[src/rtl/oc8051_cond_branch.sv]
// Conditional-branch resolver: selects the comparator source, waits COMP_LAT
// cycles for it to settle, samples eq once and issues the branch decision/target.
module oc8051_cond_branch #(
  parameter int unsigned COMP_LAT = 1
) (
  input  logic        clk,
  input  logic        rst,
  input  logic        start,
  input  logic        flush,
  input  logic [3:0]  br_type,
  input  logic [15:0] pc_in,
  input  logic [7:0]  rel,
  input  logic        eq,
  output logic [1:0]  comp_sel,
  output logic        busy,
  output logic        done,
  output logic        taken,
  output logic [15:0] pc_out,
  output logic        pc_wr,
  output logic        bit_clr,
  output logic        err,
  output logic [1:0]  state_dbg
);

  typedef enum logic [1:0] {
    S_IDLE = 2'd0,
    S_WAIT = 2'd1,
    S_EVAL = 2'd2
  } state_e;

  localparam logic [2:0] LAT = 3'(COMP_LAT);

  // Decode result packed as {legal, invert_eq, comp_sel[1:0]}.
  function automatic logic [3:0] dec(input logic [3:0] t);
    logic [3:0] r;
    case (t)
      4'd0:    r = 4'b1000;
      4'd1:    r = 4'b1100;
      4'd2:    r = 4'b1010;
      4'd3:    r = 4'b1110;
      4'd4:    r = 4'b1011;
      4'd5:    r = 4'b1111;
      4'd6:    r = 4'b1011;
      4'd7:    r = 4'b1101;
      4'd8:    r = 4'b1101;
      default: r = 4'b0000;
    endcase
    return r;
  endfunction

  state_e      state_q, state_d;
  logic [2:0]  cnt_q, cnt_d;
  logic [3:0]  type_q, type_d;
  logic [15:0] pc_q, pc_d;
  logic [7:0]  rel_q, rel_d;
  logic [1:0]  sel_q, sel_d;
  logic        done_q, done_d;
  logic        taken_q, taken_d;
  logic [15:0] pcout_q, pcout_d;
  logic        pc_wr_q, pc_wr_d;
  logic        bclr_q, bclr_d;
  logic        err_q, err_d;

  logic [3:0]  start_dec;
  logic [3:0]  eval_dec;
  logic        eval_taken;
  logic [15:0] target;

  assign start_dec  = dec(br_type);
  assign eval_dec   = dec(type_q);
  assign eval_taken = eval_dec[3] & (eq ^ eval_dec[2]);
  assign target     = pc_q + {{8{rel_q[7]}}, rel_q};

  always_comb begin
    state_d = state_q;
    cnt_d   = cnt_q;
    type_d  = type_q;
    pc_d    = pc_q;
    rel_d   = rel_q;
    sel_d   = sel_q;
    pcout_d = pcout_q;
    done_d  = 1'b0;
    taken_d = 1'b0;
    pc_wr_d = 1'b0;
    bclr_d  = 1'b0;
    err_d   = 1'b0;
    case (state_q)
      S_IDLE: begin
        // flush in the same cycle drops the request entirely
        if (start && !flush) begin
          state_d = S_WAIT;
          cnt_d   = LAT;
          type_d  = br_type;
          pc_d    = pc_in;
          rel_d   = rel;
          sel_d   = start_dec[1:0];
        end
      end
      S_WAIT: begin
        if (flush) begin
          state_d = S_IDLE;
          sel_d   = 2'b00;
        end else if (cnt_q <= 3'd1) begin
          state_d = S_EVAL;
        end else begin
          cnt_d = cnt_q - 3'd1;
        end
      end
      S_EVAL: begin
        state_d = S_IDLE;
        sel_d   = 2'b00;
        if (!flush) begin
          done_d  = 1'b1;
          taken_d = eval_taken;
          pcout_d = eval_taken ? target : pc_q;
          pc_wr_d = eval_taken;
          bclr_d  = eval_taken && (type_q == 4'd6);
          err_d   = ~eval_dec[3];
        end
      end
      default: begin
        state_d = S_IDLE;
        sel_d   = 2'b00;
      end
    endcase
  end

  always_ff @(posedge clk) begin
    if (rst) begin
      state_q <= S_IDLE;
      cnt_q   <= 3'd0;
      type_q  <= 4'd0;
      pc_q    <= 16'd0;
      rel_q   <= 8'd0;
      sel_q   <= 2'b00;
      done_q  <= 1'b0;
      taken_q <= 1'b0;
      pcout_q <= 16'd0;
      pc_wr_q <= 1'b0;
      bclr_q  <= 1'b0;
      err_q   <= 1'b0;
    end else begin
      state_q <= state_d;
      cnt_q   <= cnt_d;
      type_q  <= type_d;
      pc_q    <= pc_d;
      rel_q   <= rel_d;
      sel_q   <= sel_d;
      done_q  <= done_d;
      taken_q <= taken_d;
      pcout_q <= pcout_d;
      pc_wr_q <= pc_wr_d;
      bclr_q  <= bclr_d;
      err_q   <= err_d;
    end
  end

  assign comp_sel  = sel_q;
  assign busy      = (state_q != S_IDLE);
  assign done      = done_q;
  assign taken     = taken_q;
  assign pc_out    = pcout_q;
  assign pc_wr     = pc_wr_q;
  assign bit_clr   = bclr_q;
  assign err       = err_q;
  assign state_dbg = state_q;

endmodule

[config.mk]
export PLATFORM = sky130hd
export DESIGN_NAME = oc8051_cond_branch
export DESIGN_NICKNAME = d
export VERILOG_FILES = /design/src/rtl/oc8051_cond_branch.sv
export SDC_FILE = /design/constraint.sdc
export NUM_CORES = 1
export LEC_CHECK = 0
export BUFFER_PORTS_ARGS = -buffer_cell sky130_fd_sc_hd__buf_2
export CAP_MARGIN = 20
export CORE_UTILIZATION = 25
export CTS_BUF_LIST = sky130_fd_sc_hd__clkbuf_8
export DETAILED_ROUTE_END_ITERATION = 10
export GPL_TIMING_DRIVEN = 0
export REMOVE_ABC_BUFFERS = 1
export SETUP_SLACK_MARGIN = 0.1
export SYNTH_ARGS = -nofsm -noshare
export SYNTH_HDL_FRONTEND = slang
export SYNTH_SLANG_ARGS = --single-unit
[constraint.sdc]
create_clock -name clk -period 3.1 [get_ports clk]
set_input_delay 0.155 -clock clk [delete_from_list [all_inputs] [get_ports clk]]
set_output_delay 0.155 -clock clk [all_outputs]
set_load 0.01 [all_outputs]
==> flow_metrics.tcl <==
set metrics [dict create \
    via_count 2755 \
    setup_ws_pre_cts_ps 583 \
    number_of_antenna_cells_inserted 0 \
    avg_wl_per_cell_um 13.7 \
    peakVddDrop_uv 167 \
    timing.final.hold_violations 0 \
    buffer_ports.inserted 58 \
    initial_utilization_pct 25.8 \
    library_cell_used_as_clock_root_buffer "sky130_fd_sc_hd__clkbuf_8" \
    maximum_number_of_pins_on_one_net_before_global_route_repair 56 \
    cts-buffers-inserted 9 \
    areaGrowthSynthToFinish_pct 20.6 \
    first_pass_grt_wire_length_um 12900 \
    post_synth_most_frequent_cells "sky130_fd_sc_hd__nand2_1 (90), sky130_fd_sc_hd__dfxtp_1 (57), sky130_fd_sc_hd__a21oi_1 (48)" \
    timing.setup.critical_path_class "flop to flop" \
    final_cells 575 \
    p_int_mw 1.31 \
    min_path_type "primary input to flop" \
    synth_top_area_share_pct 38.4 \
    switching_power_mw 0.440 \
    wirelength_um 7900 \
    netlist.top_cell.by_area "sky130_fd_sc_hd__dfxtp_1" \
    cap_violations 0 \
    arrival_ps 2730 \
    critical-path-slowest-cell "sky130_fd_sc_hd__dfxtp_1" \
    clock_tree_from_tritoncts "yes" \
    post_synth_instance_area_um2 2980 \
    core_area_um2 11500 \
    outcome "complete, but fails checks" \
    insertion_delay_ps 330 \
    max_freq_ghz 0.391 \
    slew_violations 0 \
    number_of_global_route_vias_before_repair 2649 \
    power.density_cell_area_nw_per_um2 488 \
    drt_first_iter_violations 89 \
    floorplan.die.width_um 111 \
    design.final.nets 477 \
    die_area_um2 12300 \
    clkPwrFrac_pct 44.4 \
    synth.avg_cell_area_um2 7.87 \
    ranking_of_synthesized_cells_by_area "sky130_fd_sc_hd__dfxtp_1 (38%), sky130_fd_sc_hd__nand2_1 (11%), sky130_fd_sc_hd__a21oi_1 (8.1%)" \
    time_the_final_worst_path_needs_with_i_o_delays_and_setup_ps 2560 \
    cts_hold_buffers 0 \
    cts.reportedPaths.clkPinSlew_ps 70 \
    row_count 39 \
    seq_area_frac_synth_pct 38.4 \
    synth.most_common_cell "sky130_fd_sc_hd__nand2_1" \
    pwr-share-comb_pct 11.3 \
    critPathCaptureType "flop" \
    worst-r2r-cell-count 7 \
    clock-skew-final_ps 9.24 \
    post_placement_cell_count 559 \
    post_cts.repair.setup_buffers 0 \
    cts-root-to-sink-buffers 2 \
    synth_seq_cells 57 \
    synth_cell_type_count 49 \
    synthesis.instances 378 \
    routed_via_density 4.79 \
    place_congestion 0.805 \
    top_level_ports 59 \
    swShare_pct 25.1 \
    detailedPlacementHpwl_um 5660 \
    p_seq_share_pct 44.2 \
    die_y_um 111 \
    worst_setup_path_start_kind "flop" \
    drive_above_1_share_pct 19.2 \
    failing_checks "DRC" \
    cts_htree_levels 3 \
    critPathMaxStageDelay_ps 610 \
    setup_total_negative_slack_ps 0 \
    crit_fanout 10 \
    grt.overflow.total 0 \
    clock_sink_total 57 \
    drt_drc_violations_left 8 \
    power_leakage_nw 1.47 \
    period_share_pct 82.5 \
    initial_antenna_violation_count 0 \
    drt-pass1-iter-count 7 \
    dominantRegCellSynth "sky130_fd_sc_hd__dfxtp_1" \
    synth-async-reset-ratio_pct 0 \
    setup_ws_post_layout_ps 542 \
    drtAntennaViolNets 0 \
    number_of_enable_flip_flop_cells_after_synthesis 0 \
    worstPathRequired_ps 3270 \
    post_cts.resized_instances 0 \
    timing.hold.worst_path_depth 2 \
    max-slew-margin-rel_pct 33.9 \
    rsz0062_at_grt "no" \
    max_slew.worst_pin.slew_ps 992 \
    p_total_mw 1.75 \
    setup-violations-final 0 \
    groute.usage.overall_pct 13.2 \
    path_cells "ha_1, a21oi_1, o211ai_1, a21o_1, a211oi_1, xnor2_1, o22ai_1" \
    yosys_warnings 0 \
]
critical path: cells and delay by family (launching register included):
kind                       cells  cell delay [ps]
AOI/OAI and AO/OA              5             1230
DFF                            1              610
adders and majority gates      1              390
xor gates and xnor gates       1              170
registers in the layout (all words and copies together) (netlist names):
signal and count:
pc_out 16, cnt_q 3, comp_sel 2, done 1, pc_wr 1, type_q 4
state_dbg 2, bit_clr 1, pc_q 16, err 1, rel_q 8, eval_dec 2
area by class of cell:
| class | instances | area [µm²] |
|---|---|---|
| multi-input combinational | 291 | 1690 |
| tap | 143 | 179 |
| clock inverter | 2 | 33.8 |
| fill | 1284 | 7930 |
| timing repair buffer | 59 | 318 |
| sequential | 57 | 1140 |
| inverter | 9 | 33.8 |
| clock buffer | 14 | 193 |
power groups by stage:
| stage | Sequential, mW | Clock, mW | Combinational, mW |
|---|---|---|---|
| floorplan | 0.787 | 0 | 0.119 |
| global placement | 0.790 | 0 | 0.193 |
| detailed placement | 0.791 | 0 | 0.200 |
| CTS | 0.774 | 0.797 | 0.201 |
| global route | 0.777 | 0.826 | 0.224 |
| finish | 0.774 | 0.778 | 0.198 |
worst paths after layout:
check | from | to | slack, ps
worst max-delay path | rel_q[7] | pc_out[15] | 540
worst min-delay path | flush | state_dbg[1] | 30
worst min register to register | eval_dec[3] | err | 440
worst max register to register | rel_q[7] | pc_out[15] | 540
stage by stage:
step	utilization, %	hold slack (ps)	cell area [µm²]
2_1_floorplan	-	224	2860
3_3_place_gp	28.9	371	3330
3_5_place_dp	29.2	373	3360
4_1_cts	31.1	9.91	3590
5_1_grt	31.1	21.8	3590
6_report	31.1	32.4	3590
cell families (layout without fill, tap and decap cells):
kind of cell | after synthesis | count (layout) | share of synthesized area [%]
mux | 4 | 4 | 1.47
simple gates | 157 | 157 | 23.6
xor+xnor | 10 | 10 | 2.94
flops | 57 | 57 | 38.4
buf+inv | 30 | 84 | 4.88
fa+ha+maj | 17 | 17 | 7.40
compound gates | 103 | 103 | 21.4
placed cells by master, fill, tap and decap left out, drive strengths merged, types with 2 or more instances in the layout:
cell / n
buf: 59
and3: 5
nor3b: 2
dfxtp: 57
clkbuf: 14
and2: 2
a31oi: 5
o21a: 2
nand3: 2
xor2: 4
ha: 16
nor2: 24
inv: 10
nand2: 90
xnor2: 6
or2: 2
a21o: 3
o22ai: 3
o211ai: 6
a311oi: 6
nor4: 4
nand2b: 4
nor3: 12
a211oi: 10
mux2: 3
o21ai: 12
o21bai: 2
nand3b: 3
a21oi: 48
routing by layer:
metal  vias to the layer above  part of all wire [%]  global-route usage (%)
li1                       1428                     -                       -
met1                      1268                    49                    16.9
met2                        51                    45                    21.4
met3                         8                   4.2                    3.23
met4                         0                  0.84                    4.59
met5                         -                     0                       0
Note: power is estimated with default switching activity, not from simulation.
